<file path="config.mk">
export PLATFORM = sky130hd
export DESIGN_NAME = uart_rx
export DESIGN_NICKNAME = d
export VERILOG_FILES = /design/src/rtl/uart_rx.sv
export SDC_FILE = /design/constraint.sdc
export NUM_CORES = 1
export LEC_CHECK = 0
export CORE_ASPECT_RATIO = 1.5
export CORE_MARGIN = 2
export CORE_UTILIZATION = 60
export DETAILED_ROUTE_END_ITERATION = 8
export PLACE_DENSITY_LB_ADDON = 0.1
export SYNTH_ARGS = -nofsm -noshare
export SYNTH_HDL_FRONTEND = slang
export SYNTH_SLANG_ARGS = --single-unit
</file>
<file path="constraint.sdc">
create_clock -name clk -period 6.3 [get_ports clk]
set_clock_uncertainty 0.2 [all_clocks]
set_input_delay 1.26 -clock clk [delete_from_list [all_inputs] [get_ports clk]]
set_output_delay 1.26 -clock clk [all_outputs]
set_load 0.02 [all_outputs]
</file>
<file path="src/rtl/uart_rx.sv">
// UART receiver: 2-flop synchronizer, mid-bit sampling, LSB-first, 8N1 by default.
// Define UART_RX_PARITY_EN to expect an even-parity bit between the data bits and the stop bit.
module uart_rx #(
    parameter int CLK_FREQ  = 50_000_000,
    parameter int BAUD      = 115200,
    parameter int DATA_BITS = 8
) (
    input  logic                 clk,
    input  logic                 rst,
    input  logic                 rxd,
    output logic [DATA_BITS-1:0] data,
    output logic                 valid,
    output logic                 frame_err,
    output logic                 parity_err,
    output logic                 busy
);

    localparam int CLKS_PER_BIT = CLK_FREQ / BAUD;
    localparam int HALF_BIT     = CLKS_PER_BIT / 2;
    localparam int CNT_W        = $clog2(CLKS_PER_BIT + 1);

    localparam logic [CNT_W-1:0] BIT_LAST  = CNT_W'(CLKS_PER_BIT - 1);
    localparam logic [CNT_W-1:0] HALF_LAST = CNT_W'(HALF_BIT - 1);
    localparam logic [CNT_W-1:0] CNT_ZERO  = CNT_W'(1'b0);
    localparam logic [CNT_W-1:0] CNT_ONE   = CNT_W'(1'b1);
    localparam logic [2:0]       IDX_LAST  = 3'(DATA_BITS - 1);

    if (CLKS_PER_BIT < 4) begin : g_cpb_check
        $error("uart_rx: CLK_FREQ/BAUD must be at least 4");
    end
    if ((DATA_BITS < 5) || (DATA_BITS > 8)) begin : g_bits_check
        $error("uart_rx: DATA_BITS must be in 5..8");
    end

    typedef enum logic [2:0] {
        S_IDLE      = 3'd0,
        S_START     = 3'd1,
        S_DATA      = 3'd2,
        S_STOP      = 3'd3,
`ifdef UART_RX_PARITY_EN
        S_PARITY    = 3'd5,
`endif
        S_WAIT_IDLE = 3'd4
    } state_e;

`ifdef UART_RX_PARITY_EN
    localparam state_e AFTER_DATA = S_PARITY;

    // Even parity: a set result means the data bits plus parity bit hold an odd count of ones.
    function automatic logic parity_mismatch(input logic [DATA_BITS-1:0] bits, input logic pbit);
        parity_mismatch = (^bits) ^ pbit;
    endfunction
`else
    localparam state_e AFTER_DATA = S_STOP;
`endif

    state_e                 state_q, state_d;
    logic                   rx_meta_q, rx_sync_q;
    logic                   rx_s;
    logic [CNT_W-1:0]       cnt_q, cnt_d;
    logic [2:0]             idx_q, idx_d;
    logic [DATA_BITS-1:0]   shift_q, shift_d;
    logic [DATA_BITS-1:0]   data_q, data_d;
    logic                   valid_q, valid_d;
    logic                   ferr_q, ferr_d;
    logic                   busy_q;
    logic                   bit_tick;
`ifdef UART_RX_PARITY_EN
    logic                   par_bad_q, par_bad_d;
    logic                   perr_q, perr_d;
`endif

    assign rx_s     = rx_sync_q;
    assign bit_tick = (cnt_q == BIT_LAST);

    // Two-flop synchronizer for the asynchronous serial line; idles high.
    always_ff @(posedge clk or posedge rst) begin
        if (rst) begin
            rx_meta_q <= 1'b1;
            rx_sync_q <= 1'b1;
        end else begin
            rx_meta_q <= rxd;
            rx_sync_q <= rx_meta_q;
        end
    end

    // FSM state register.
    always_ff @(posedge clk or posedge rst) begin
        if (rst) begin
            state_q <= S_IDLE;
        end else begin
            state_q <= state_d;
        end
    end

    // FSM next-state logic.
    always_comb begin
        state_d = state_q;
        case (state_q)
            S_IDLE: begin
                if (!rx_s) state_d = S_START;
                else       state_d = S_IDLE;
            end
            S_START: begin
                if (cnt_q == HALF_LAST) state_d = rx_s ? S_IDLE : S_DATA;
                else                    state_d = S_START;
            end
            S_DATA: begin
                if (bit_tick && (idx_q == IDX_LAST)) state_d = AFTER_DATA;
                else                                 state_d = S_DATA;
            end
`ifdef UART_RX_PARITY_EN
            S_PARITY: begin
                if (bit_tick) state_d = S_STOP;
                else          state_d = S_PARITY;
            end
`endif
            // Leaving at mid-stop-bit lets a start bit follow the stop bit with no gap.
            S_STOP: begin
                if (bit_tick) state_d = rx_s ? S_IDLE : S_WAIT_IDLE;
                else          state_d = S_STOP;
            end
            S_WAIT_IDLE: begin
                if (rx_s) state_d = S_IDLE;
                else      state_d = S_WAIT_IDLE;
            end
            default: state_d = S_IDLE;
        endcase
    end

    // Datapath and strobe next-state logic, decoded from the current state.
    always_comb begin
        cnt_d   = cnt_q;
        idx_d   = idx_q;
        shift_d = shift_q;
        data_d  = data_q;
        valid_d = 1'b0;
        ferr_d  = 1'b0;
`ifdef UART_RX_PARITY_EN
        par_bad_d = par_bad_q;
        perr_d    = 1'b0;
`endif
        case (state_q)
            S_IDLE: begin
                cnt_d = CNT_ZERO;
                idx_d = 3'd0;
`ifdef UART_RX_PARITY_EN
                par_bad_d = 1'b0;
`endif
            end
            S_START: begin
                if (cnt_q == HALF_LAST) cnt_d = CNT_ZERO;
                else                    cnt_d = cnt_q + CNT_ONE;
            end
            S_DATA: begin
                if (bit_tick) begin
                    cnt_d   = CNT_ZERO;
                    shift_d = {rx_s, shift_q[DATA_BITS-1:1]};
                    idx_d   = idx_q + 3'd1;
                end else begin
                    cnt_d = cnt_q + CNT_ONE;
                end
            end
`ifdef UART_RX_PARITY_EN
            S_PARITY: begin
                if (bit_tick) begin
                    cnt_d     = CNT_ZERO;
                    par_bad_d = parity_mismatch(shift_q, rx_s);
                end else begin
                    cnt_d = cnt_q + CNT_ONE;
                end
            end
`endif
            // A low stop bit outranks a parity mismatch, so each frame yields at most one strobe.
            S_STOP: begin
                if (bit_tick) begin
                    cnt_d = CNT_ZERO;
                    if (!rx_s) begin
                        ferr_d = 1'b1;
`ifdef UART_RX_PARITY_EN
                    end else if (par_bad_q) begin
                        perr_d = 1'b1;
`endif
                    end else begin
                        data_d  = shift_q;
                        valid_d = 1'b1;
                    end
                end else begin
                    cnt_d = cnt_q + CNT_ONE;
                end
            end
            S_WAIT_IDLE: begin
                cnt_d = CNT_ZERO;
            end
            default: begin
                cnt_d = CNT_ZERO;
                idx_d = 3'd0;
            end
        endcase
    end

    // Datapath and output registers.
    always_ff @(posedge clk or posedge rst) begin
        if (rst) begin
            cnt_q   <= CNT_ZERO;
            idx_q   <= 3'd0;
            shift_q <= {DATA_BITS{1'b0}};
            data_q  <= {DATA_BITS{1'b0}};
            valid_q <= 1'b0;
            ferr_q  <= 1'b0;
            busy_q  <= 1'b0;
        end else begin
            cnt_q   <= cnt_d;
            idx_q   <= idx_d;
            shift_q <= shift_d;
            data_q  <= data_d;
            valid_q <= valid_d;
            ferr_q  <= ferr_d;
            busy_q  <= (state_d != S_IDLE);
        end
    end

`ifdef UART_RX_PARITY_EN
    // Parity flag and parity strobe registers.
    always_ff @(posedge clk or posedge rst) begin
        if (rst) begin
            par_bad_q <= 1'b0;
            perr_q    <= 1'b0;
        end else begin
            par_bad_q <= par_bad_d;
            perr_q    <= perr_d;
        end
    end

    assign parity_err = perr_q;
`else
    assign parity_err = 1'b0;
`endif

    assign data      = data_q;
    assign valid     = valid_q;
    assign frame_err = ferr_q;
    assign busy      = busy_q;

endmodule

</file>
# Word level (Yosys, flattened, before mapping)
# Cells that the tools add are included.
# totals
output_inout_bits	12
regBits	36
inputBits	3
elab_cells	47
# classes
addsub	2
n_reduce_logical	8
n_mux	18
eq_ne	8
bitwise_logic	1
# ops
operator	n
$mux W9	2
$pmux W9 S2	1
$pmux W3 S5	1
$add A9 B1 Y9 const B	1
$eq A9 B8 Y1 const B	1
$eq A9 B9 Y1 const B	1
$mux W3	3
$mux W1	8
$eq A3 B2 Y1 const B	2
$eq A3 B3 Y1 const B	2
$pmux W3 S2	1
$mux W2	2
$reduce_and A2 Y1	2
$add A3 B1 Y3 const B	1
$eq A3 B1 Y1 const B	1
$logic_not A3 Y1	1
$reduce_and A3 Y1	1
$reduce_bool A3 Y1	1
$reduce_or A3 Y1	1
$ne A2 B2 Y1 const B	1
$reduce_or A2 Y1	1
$logic_and A1 B1 Y1	1
$not A1 Y1	1

# Longest topological paths before layout
# depth
ltp_word	5
ltp_mapped	7
mapped_depth_nobuf	6

# Worst setup path after synthesis
# Ideal clock, no wire load.
# synth_timing
path_type	flip-flop to flip-flop
start	register cnt_q[0]
end	register busy_q, in the netlist busy
t_required_ns	5.969
path_buffers	0
arrival_time_ns	1.719
slack_ns	4.250
period_less_slack_ns	2.050
path_stages_with_launch	7
setup_ns	0.131
path_cell_list	dfrtp_1 > inv_1 > ha_1 > or4b_4 > o31ai_4 > nand4_2 > or3_1
# synth_via
elab_chain_len	5
elab_cells_between_ends	8
classes_between	eq/ne: 2; mux: 4; reduce/logical: 2
# synth_rtl
item	line	rtl
start: declaration	60	logic [CNT_W-1:0] cnt_q, cnt_d;
start signal: assignment	213	cnt_q <= cnt_d;
$eq A9 B9 Y1	74	assign bit_tick = (cnt_q == BIT_LAST);
$logic_and A1 B1 Y1	109	if (bit_tick && (idx_q == IDX_LAST)) state_d = AFTER_DATA;
$mux W1	109	
$pmux W3 S5 *	99	case (state_q)
via state_d[0]	57	state_e state_q, state_d;
$reduce_bool A3 Y1 *	219	busy_q <= (state_d != S_IDLE);
end signal: assignment	219	
end: declaration	66	logic busy_q;
# The timed path passes the listed nets; every way through them passes the cells marked *.
# A chain may end at the register's enable or synchronous reset.

# Worst setup path in the final report
# layout_timing
start	register data_q[4], in the netlist data[4]
end	output port data[4]
# layout_rtl
item	line	rtl
start: declaration	63	logic [DATA_BITS-1:0] data_q, data_d;
start signal: assignment	208	data_q <= {DATA_BITS{1'b0}};
start signal: assignment	216	data_q <= data_d;
end: declaration	11	output logic [DATA_BITS-1:0] data,
# No word-level cell between the ends.

==> run_results.csv <==
group,metric,value,unit
run_status,outcome,"finished clean",
logic_synthesis,ys_types,38,
critical_path,crit_arrival,1230,ps
global_routing,grt.busiest_layer,"met2",
finish,final_cells,188,
timing,maxSlewViolCount,0,
drt,drt_first_pass_iters,4,
logic_synthesis,synth.cell_area,0.00163,mm²
finish,layout_common_cells,"dfrtp_1 (34), mux2_2 (16), nor2_1 (14), clkdlybuf4s50_1 (13), nand2_1 (8)",
power,power,0.412,mW
clock_network,post-cts-setup-buffers,0,
clock_network,cts_resized,0,
global_routing,use_met1,21.8,%
timing,fin_setup_tns,0,ps
placed_design,place_congestion,0.799,
global_routing,track_usage,22.1,%
power,power.density,218,mW/mm²
timing,hold_viol,0,
placed_design,place_inst,181,
logic_synthesis,synth.top_cell.area_share,52.3,%
critical_path,cp_cell_sequence,"clkdlybuf4s50_1",
critical_path,critPathRequiredTime,4840,ps
logic_synthesis,synth_area_leader_cell,"dfrtp_1",
drt,routedWlPerCell,15.2,µm
logic_synthesis,synth_compound_area_share,7.23,%
finish,fillers,195,
logic_synthesis,synth-xor-area-share,3.77,%
power,p_seq_share,56.5,%
min_path,min_path_type,"reg2reg",
clock_network,hold_buffers,0,
global_routing,grt_max_degree,26,
logic_synthesis,synth.area.top_cells,"dfrtp_1 (52%), mux2_2 (11%), ha_1 (3.8%)",
clock_network,cts_num_sinks,36,
global_routing,antenna_found_initial,0,
floorplanning,die-width,46.5,µm
critical_path,path_class,"reg2out",
logic_synthesis,synth_top_family_by_area,"simple AND/OR/NAND/NOR gates",
drt,ant_nets,0,
critical_path,path_buf_inv,1,
logic_synthesis,ys_ff_latch,36,
drt,vias_per_cell,5.55,
logic_synthesis,syn-num-nets,142,
logic_synthesis,yosys_warnings,0,
clock_network,clockBufferDepth,2,
timing,fin_crit_sh,42.8,%
clock_network,clkTransAtPathRegs,60,ps
power,leakagePower,0.863,nW
run,maxCapViolCount,0,
critical_path,slowest_delay,600,ps
global_routing,grt_pass1_wl,4.73,mm
critical_path,critPathTopFamily,"buffers and inverters",
drt,drt-total-wl,2.85,mm
logic_synthesis,yosysSeqAreaShare,55.5,%
logic_synthesis,synthMuxAreaShare,11.1,%
logic_synthesis,synth_cells,134,
finish,final_net_count,159,
floorplanning,dieArea,0.00315,mm²
logic_synthesis,synth-simple-area-share,15.5,%
global_routing,grt.met3_usage,6.68,%
drt,drc,0,
clock_network,tritoncts,"built",
floorplanning,io_pins,15,
finish,diodes,0,
drt,via_count,1044,
critical_path,slowest_stage,"clkdlybuf4s50_1",
floorplanning,start_util,62.1,%
logic_synthesis,avgSynthCellArea,12.1,µm²
floorplanning,chipHeight,67.8,µm
power,clkPwrFrac,41.9,%
global_routing,overflow,0,
timing,max_freq,371,MHz
critical_path,cp-end-kind,"output pin",
drt,drtIter0Drc,16,
logic_synthesis,synthAdderAreaFrac,3.85,%
clock_network,clockRootBuffer,"clkbuf_8",
power,vdd_drop_max,225,µV
global_routing,grt_use_met2,38.7,%
floorplanning,rows,23,
power,switching_share,19.7,%
timing,setup-violations-final,0,
power,p_comb_share,1.6,%
timing,period_needed,2690,ps
floorplanning,fp.coreArea,0.00262,mm²
finish,layout_commonest_cell,"dfrtp_1",
clock_network,cts_buffers,5,
placed_design,portBuffers,13,
timing,grt_setup_unrepaired,"false",
finish,drive_gt1_share,19.9,%
finish,syn_to_final_growth,16.0,%
critical_path,path_max_fanout,2,
clock_network,clock_latency,280,ps
critical_path,startpoint_type,"register",
power,intPower,0.331,mW
placed_design,dp_hpwl,2.08,mm
power,power_switching,0.0811,mW
global_routing,grt_pass1_vias,1048,
clock_network,cts_max_level,2,
==> cells in the mapped netlist <==
cell and instances:
conb_1 1, o31ai_1 1, buf_2 1, nand4_1 1, a41o_1 1, and3_1 1, ha_1 5, nor3b_1 2
xnor2_1 5, o21ai_0 1, nand2_1 8, clkbuf_1 2, dfrtp_1 34, a31oi_1 1, or4b_4 1, and3b_1 1
or3_1 1, dfstp_2 2, and2_1 1, nand4bb_1 1, o31ai_4 1, nand4_2 1, inv_1 7, nor3_1 4
nand3_1 3, a32oi_1 2, buf_4 1, and4b_1 1, nor4bb_1 1, a21oi_1 1, a21o_1 1, xor2_1 2
nand4b_1 1, mux2_2 16, nor2b_1 3, o32ai_1 3, nor2_1 14, a21boi_2 1
==> power by group through the flow <==
stage          clock (mW)  combinational [mW]  sequential (mW)
5_1_grt             0.188             0.00793            0.233
3_3_place_gp            0             0.00674            0.237
3_5_place_dp            0             0.00696            0.237
4_1_cts             0.177             0.00697            0.233
6_report            0.173             0.00661            0.233
2_1_floorplan           0             0.00461            0.237
==> flip-flops by register name, indices dropped and copies added (netlist names) <==
signal,cells
busy,1
cnt_q,9
data,8
frame_err,1
idx_q,3
rx_meta_q,1
rx_s,1
shift_q,8
state_q,3
valid,1
==> routing by layer <==
| metal | share of wire [%] | vias up |
|---|---|---|
| met1 | 38 | 520 |
| met4 | 3.2 | 0 |
| met5 | 0 | - |
| met3 | 3.3 | 8 |
| li1 | - | 498 |
| met2 | 56 | 18 |
==> cell type report <==
| cell class | count | area [µm²] | area share, % |
|---|---|---|---|
| flip-flops and latches | 36 | 903 | 47.9 |
| multi-input cells | 87 | 677 | 35.9 |
| repair buffers | 14 | 138 | 7.29 |
| clock buffers | 7 | 96.3 | 5.11 |
| well taps | 37 | 46.3 | 2.45 |
| inverters | 7 | 26.3 | 1.39 |
==> path summary, 6_finish.rpt <==
check                          start  endpoint  slack, ps  depth (start not counted)
setup / recovery             data[4]   data[4]       3610                          1
hold / removal             rx_meta_q      rx_s        160                          0
setup reg to reg            cnt_q[0]  cnt_q[5]       4000                          6
hold reg to reg            rx_meta_q      rx_s        160                          0
max in group asynchronous        rst   data[3]       4180                          3
min in group asynchronous        rst  cnt_q[6]       1060                          2
==> through the flow <==
step	utilization, %	instance area (µm²)	setup slack [ps]	hold WS, ps
2_1_floorplan	-	1630	4040	145
5_1_grt	72.0	1890	3550	164
3_5_place_dp	68.4	1790	3820	147
6_report	72.0	1890	3610	158
4_1_cts	72.0	1890	3580	158
3_3_place_gp	68.4	1790	3860	148
==> cell families after synthesis <==
| group | count (synthesis) |
|---|---|
| multiplexers | 16 |
| XOR/XNOR | 7 |
| other | 1 |
| adder cells (fa/ha/maj) | 5 |
| buffers and inverters | 11 |
| flip-flops | 36 |
| AND/OR/NAND/NOR | 45 |
| AO/OA/AOI/OAI | 13 |
No activity file was read; power rests on OpenSTA's default activity.
